File: src/rtl/bpm_detector.sv
// Tap-tempo receiver: measures clk cycles between beat_in rising edges and converts to BPM.
// Result appears NW+1 cycles after edge detection; edges arriving mid-divide restart timing only.
module bpm_detector #(
  parameter int CLOCK_FREQ = 100_000_000,
  parameter int MIN_BPM    = 40,
  parameter int MAX_BPM    = 200
) (
  input  logic       clk,
  input  logic       reset,
  input  logic       beat_in,
  output logic [7:0] bpm,
  output logic       bpm_valid,
  output logic       bpm_update,
  output logic       timeout,
  output logic       busy
);

  localparam longint N          = longint'(CLOCK_FREQ) * 60;
  localparam int     NW         = $clog2(N + 1);
  localparam longint MAX_PERIOD = N / longint'(MIN_BPM);
  localparam int     PW         = $clog2(MAX_PERIOD + 1);
  localparam int     BW         = (NW > 1) ? $clog2(NW) : 1;

  localparam logic [NW-1:0] N_VEC   = NW'(N);
  localparam logic [PW-1:0] MAX_CNT = PW'(MAX_PERIOD);
  localparam logic [NW-1:0] Q_MIN   = NW'(MIN_BPM);
  localparam logic [NW-1:0] Q_MAX   = NW'(MAX_BPM);

  typedef enum logic [1:0] {IDLE, MEASURE, DIVIDE, OUTPUT} state_t;
  state_t state, state_next;

  logic          sync1, sync2, hist;
  logic          beat_edge;
  logic [PW-1:0] cnt;
  logic          cnt_sat;
  logic [PW:0]   period;
  logic [PW-1:0] rem;
  logic [PW:0]   trial;
  logic          q_bit;
  logic [NW-1:0] quot;
  logic [BW-1:0] bit_idx;
  logic [7:0]    bpm_clamped;

  assign beat_edge = sync2 & ~hist;
  assign cnt_sat   = (cnt == MAX_CNT);
  assign busy      = (state == DIVIDE) || (state == OUTPUT);

  always_ff @(posedge clk or posedge reset) begin
    if (reset) begin
      sync1 <= 1'b0;
      sync2 <= 1'b0;
      hist  <= 1'b0;
    end else begin
      sync1 <= beat_in;
      sync2 <= sync1;
      hist  <= sync2;
    end
  end

  // Restoring divide step: remainder stays below the divisor, so PW bits suffice.
  always_comb begin
    trial       = {rem, N_VEC[bit_idx]};
    q_bit       = (trial >= period);
    bpm_clamped = quot[7:0];
    if (quot > Q_MAX)
      bpm_clamped = 8'(MAX_BPM);
    else if (quot < Q_MIN)
      bpm_clamped = 8'(MIN_BPM);
  end

  always_ff @(posedge clk or posedge reset) begin
    if (reset) state <= IDLE;
    else       state <= state_next;
  end

  always_comb begin
    state_next = state;
    case (state)
      IDLE:    if (beat_edge) state_next = MEASURE;
      MEASURE: begin
        if (beat_edge)    state_next = DIVIDE;
        else if (cnt_sat) state_next = IDLE;
      end
      DIVIDE:  if (bit_idx == '0) state_next = OUTPUT;
      OUTPUT:  state_next = MEASURE;
      default: state_next = IDLE;
    endcase
  end

  always_ff @(posedge clk or posedge reset) begin
    if (reset) begin
      cnt        <= '0;
      period     <= '0;
      rem        <= '0;
      quot       <= '0;
      bit_idx    <= '0;
      bpm        <= '0;
      bpm_valid  <= 1'b0;
      bpm_update <= 1'b0;
      timeout    <= 1'b0;
    end else begin
      bpm_update <= 1'b0;
      timeout    <= 1'b0;

      // Cleared on every edge so the next interval starts immediately, even mid-divide.
      if (beat_edge || state == IDLE)
        cnt <= '0;
      else if (!cnt_sat)
        cnt <= cnt + PW'(1);

      case (state)
        MEASURE: begin
          if (beat_edge) begin
            period  <= {1'b0, cnt} + (PW+1)'(1);
            rem     <= '0;
            quot    <= '0;
            bit_idx <= BW'(NW - 1);
          end else if (cnt_sat) begin
            timeout   <= 1'b1;
            bpm_valid <= 1'b0;
          end
        end
        DIVIDE: begin
          rem     <= PW'(q_bit ? trial - period : trial);
          quot    <= {quot[NW-2:0], q_bit};
          bit_idx <= bit_idx - BW'(1);
        end
        OUTPUT: begin
          bpm        <= bpm_clamped;
          bpm_valid  <= 1'b1;
          bpm_update <= 1'b1;
        end
        default: ;
      endcase
    end
  end

endmodule

File: config.mk
export PLATFORM = sky130hd
export DESIGN_NAME = bpm_detector
export DESIGN_NICKNAME = d
export VERILOG_FILES = /design/src/rtl/bpm_detector.sv
export SDC_FILE = /design/constraint.sdc
export NUM_CORES = 1
export LEC_CHECK = 0
export ABC_AREA = 1
export CAP_MARGIN = 20
export CELL_PAD_IN_SITES_DETAIL_PLACEMENT = 1
export CELL_PAD_IN_SITES_GLOBAL_PLACEMENT = 1
export CORE_MARGIN = 2
export CORE_UTILIZATION = 46
export DETAILED_ROUTE_END_ITERATION = 6
export PLACE_DENSITY_LB_ADDON = 0.1
export SETUP_SLACK_MARGIN = 0.15
export SYNTH_ARGS = -nofsm -noshare
export SYNTH_HDL_FRONTEND = slang
export SYNTH_SLANG_ARGS = --single-unit
export TNS_END_PERCENT = 100
File: constraint.sdc
create_clock -name clk -period 6.3 [get_ports clk]
set_input_delay 0.945 -clock clk [delete_from_list [all_inputs] [get_ports clk]]
set_output_delay 0.945 -clock clk [all_outputs]
set_load 0.02 [all_outputs]
==> results_dict.tcl <==
set metrics [dict create \
    grt_use_total_pct 27.9 \
    placement_rows 51 \
    overflow 0 \
    rsz0062_at_grt "no" \
    crit_chain "inv_1 -> ha_1 -> nor3_1 -> o22ai_1 -> nor2_1 -> ha_1 -> inv_1 -> nand2_1 -> nand3_2 -> nand2_1 -> nand2_1 -> nand2_1 -> nand3_1 -> buf_4 -> nand2_1 -> nand2_1 -> nand2_1 -> nand2_1" \
    dr.pass1.iters 5 \
    htreeDepth 4 \
    num_vias 8279 \
    critPathSlowestCell "dfrtp_1" \
    postCtsSetupRepairBufs 0 \
    ys_ff_latch 140 \
    postSynthCellCount 1291 \
    min_period_ps 3340 \
    port_buffers 14 \
    ys_warn_count 0 \
    yosysTopAreaCellShare_pct 39.0 \
    synth_top_cell_by_area "dfrtp_1" \
    fp.dieArea_um2 20700 \
    gp_congestion 0.904 \
    dp_hpwl_mm 20.1 \
    max_stage_delay_ps 410 \
    drt_wl_total_mm 26.9 \
    crit_family "simple AND/OR/NAND/NOR gates" \
    core_area_um2 19300 \
    synthArstFlopShare_pct 100 \
    fin_tns_setup_ps 0 \
    synth_xor_area_share_pct 3.51 \
    worst_slew_pin_slew_ps 979 \
    hold_viol_final 0 \
    synthMuxAreaShare_pct 0 \
    max_freq_ghz 0.299 \
    grt_pass1_wl_mm 44.5 \
    yosys-top-cells-area "dfrtp_1, nand2_1, inv_1" \
    cp_data_required_time_ps 6620 \
    ctsHoldBuffers 0 \
    clk_path_buf_depth 2 \
    finalCritPeriodShare_pct 53.1 \
    drive_above_1_share_pct 4.79 \
    path_class "reg2reg" \
    ant_nets 0 \
    synthFlopType "dfrtp_1" \
    hold_end "sync2" \
    finClkSkew_ps 20.8 \
    worstPathArrival_ps 3670 \
    reg2reg_to "rem[27]" \
    die_h_um 144 \
    ff2ff_path_depth 18 \
    status "finished clean" \
    synth_top_family_by_area "simple AND/OR/NAND/NOR gates" \
    clk_latency_ps 440 \
    cp-end-kind "flop" \
    synth_compound_area_share_pct 6.55 \
    cts_tree "done" \
    timing.critical_path.mode_cell "nand2_1" \
    cts-root-buf "clkbuf_16" \
    slew_headroom_pct 34.3 \
    grt_max_degree 99 \
    pin_count 15 \
    drv_slew 0 \
    gr-usage-met1_pct 35.0 \
    wire_per_inst_um 17.0 \
    cts_buffers 17 \
    yosys.area_share.simple_pct 32.6 \
    yosysSeqAreaShare_pct 39.0 \
    first_global_vias 8788 \
    use_met2_pct 48.8 \
    min_path_cells 0 \
    setup.worst_path.start_class "flop" \
    die_x_um 144 \
    drc 0 \
    synth-edff-count 0 \
    synthesis.area_um2 8980 \
    cap_viol_max_count 0 \
    setup_viol 0 \
    min_path_type "reg2reg" \
    cts.sinks 140 \
    busiest_layer "met2" \
    synthAdderAreaFrac_pct 5.66 \
    avgSynthCellArea_um2 6.96 \
    crit_fanout 18 \
    cts.repair.resized 0 \
    initial_utilization_pct 46.4 \
    path_clk_slew_ps 70 \
    grtUsageMet3_pct 4.50 \
    syn_nets 1334 \
    area_growth_pct 11.2 \
    final_nets 1345 \
    holdCritStartpoint "sync1" \
    r2r-start "bit_idx[0]" \
    drtIter0Drc 416 \
    antenna_found_initial 1 \
    rrSetupSlack_ps 2960 \
    cp_num_buf_inv 3 \
    routed_via_density 5.24 \
    hold_ws_ps 383 \
    netlist-cell-type-count 43 \
]
through the flow:
step | cell area (um^2) | utilization, % | instances | worst slack (ps)
2_1_floorplan | 8980 | - | 1291 | 1600
3_3_place_gp | 9370 | 48.5 | 1548 | 3170
3_5_place_dp | 9370 | 48.5 | 1548 | 2980
4_1_cts | 9980 | 51.6 | 1580 | 2950
5_1_grt | 9980 | 51.6 | 1580 | 2690
6_report | 9980 | 51.6 | 1581 | 2960
routing by layer:
metal  vias to the layer above  wire, um
met4                         0       607
met3                        48       861
met2                       117     13400
met1                      4073     12100
li1                       4041         -
met5                         -         0
registers in the layout, summed over array words and instances (netlist names):
name,count
cnt,28
period,29
sync2,1
bpm,8
rem,28
state,2
hist,1
bpm_valid,1
bpm_update,1
timeout,1
sync1,1
quot,33
bit_idx,6
Yosys cell counts, types with 2 or more instances:
cell type / instances
nand4_1: 32
or2_2: 4
buf_2: 11
nor2_4: 3
nand2_2: 3
o21ai_0: 39
nand3_2: 3
clkinv_1: 2
nor2_2: 4
inv_1: 262
dfrtp_1: 140
nor4_1: 4
a21boi_0: 2
a21oi_1: 18
nor2_1: 92
nor3_1: 13
clkbuf_1: 12
and2_1: 6
buf_4: 2
o21ai_1: 4
buf_6: 2
xnor2_1: 14
xor2_1: 22
nand3b_1: 5
ha_1: 39
nand3_1: 93
and3_1: 2
nand2_1: 407
o22ai_1: 37
worst reg2reg max path: stages (launching register included):
cell and delay, ps:
dfrtp_1 410, inv_1 170, ha_1 280, nor3_1 230, o22ai_1 120, nor2_1 190
ha_1 220, inv_1 70, nand2_1 80, nand3_2 80, nand2_1 70, nand2_1 90
nand2_1 80, nand3_1 390, buf_4 410, nand2_1 180, nand2_1 80, nand2_1 60
nand2_1 50
cells by family after synthesis:
family / count (synthesis)
AOI/OAI and AO/OA: 104
buffers and inverters: 293
adders and majority gates: 40
DFF: 140
xor gates and xnor gates: 36
and+or+nand+nor: 678
worst max path at each step:
stage / to / slack (ps) / from / depth (start not counted)
CTS: rem[27] / 2950 / bit_idx[0] / 18
detailed placement: rem[27] / 2980 / bit_idx[0] / 18
global route: rem[26] / 2690 / bit_idx[0] / 18
global placement: rem[25] / 3170 / bit_idx[0] / 18
floorplan: bit_idx[0] / 1600 / reset / 1
finish: rem[27] / 2960 / bit_idx[0] / 18
layout make-up:
| class | instances | area (um^2) |
|---|---|---|
| Antenna cell | 1 | 2.50 |
| Clock buffer | 17 | 425 |
| Clock inverter | 15 | 186 |
| Fill cell | 2553 | 9350 |
| Inverter | 265 | 1000 |
| Multi-Input combinational cell | 858 | 4350 |
| Sequential cell | 140 | 3500 |
| Tap cell | 265 | 332 |
| Timing Repair Buffer | 20 | 185 |
placed cells by master (no fill, tap or decap), drive strengths merged, types with 2 or more instances in the layout:
cell type        n
nand2          411
inv            270
dfrtp          140
nor2            99
nand3           97
o21ai           43
ha              39
o22ai           37
nand4           32
xor2            22
a21oi           18
clkbuf          17
nor3            15
xnor2           14
clkdlybuf4s50   14
clkinv          10
and2             7
buf              6
nand3b           6
or2              4
nor4             4
and3             2
a21boi           2
Power is not shown: default switching activity piles up to over one toggle a cycle in this logic, so the estimate is an artifact.
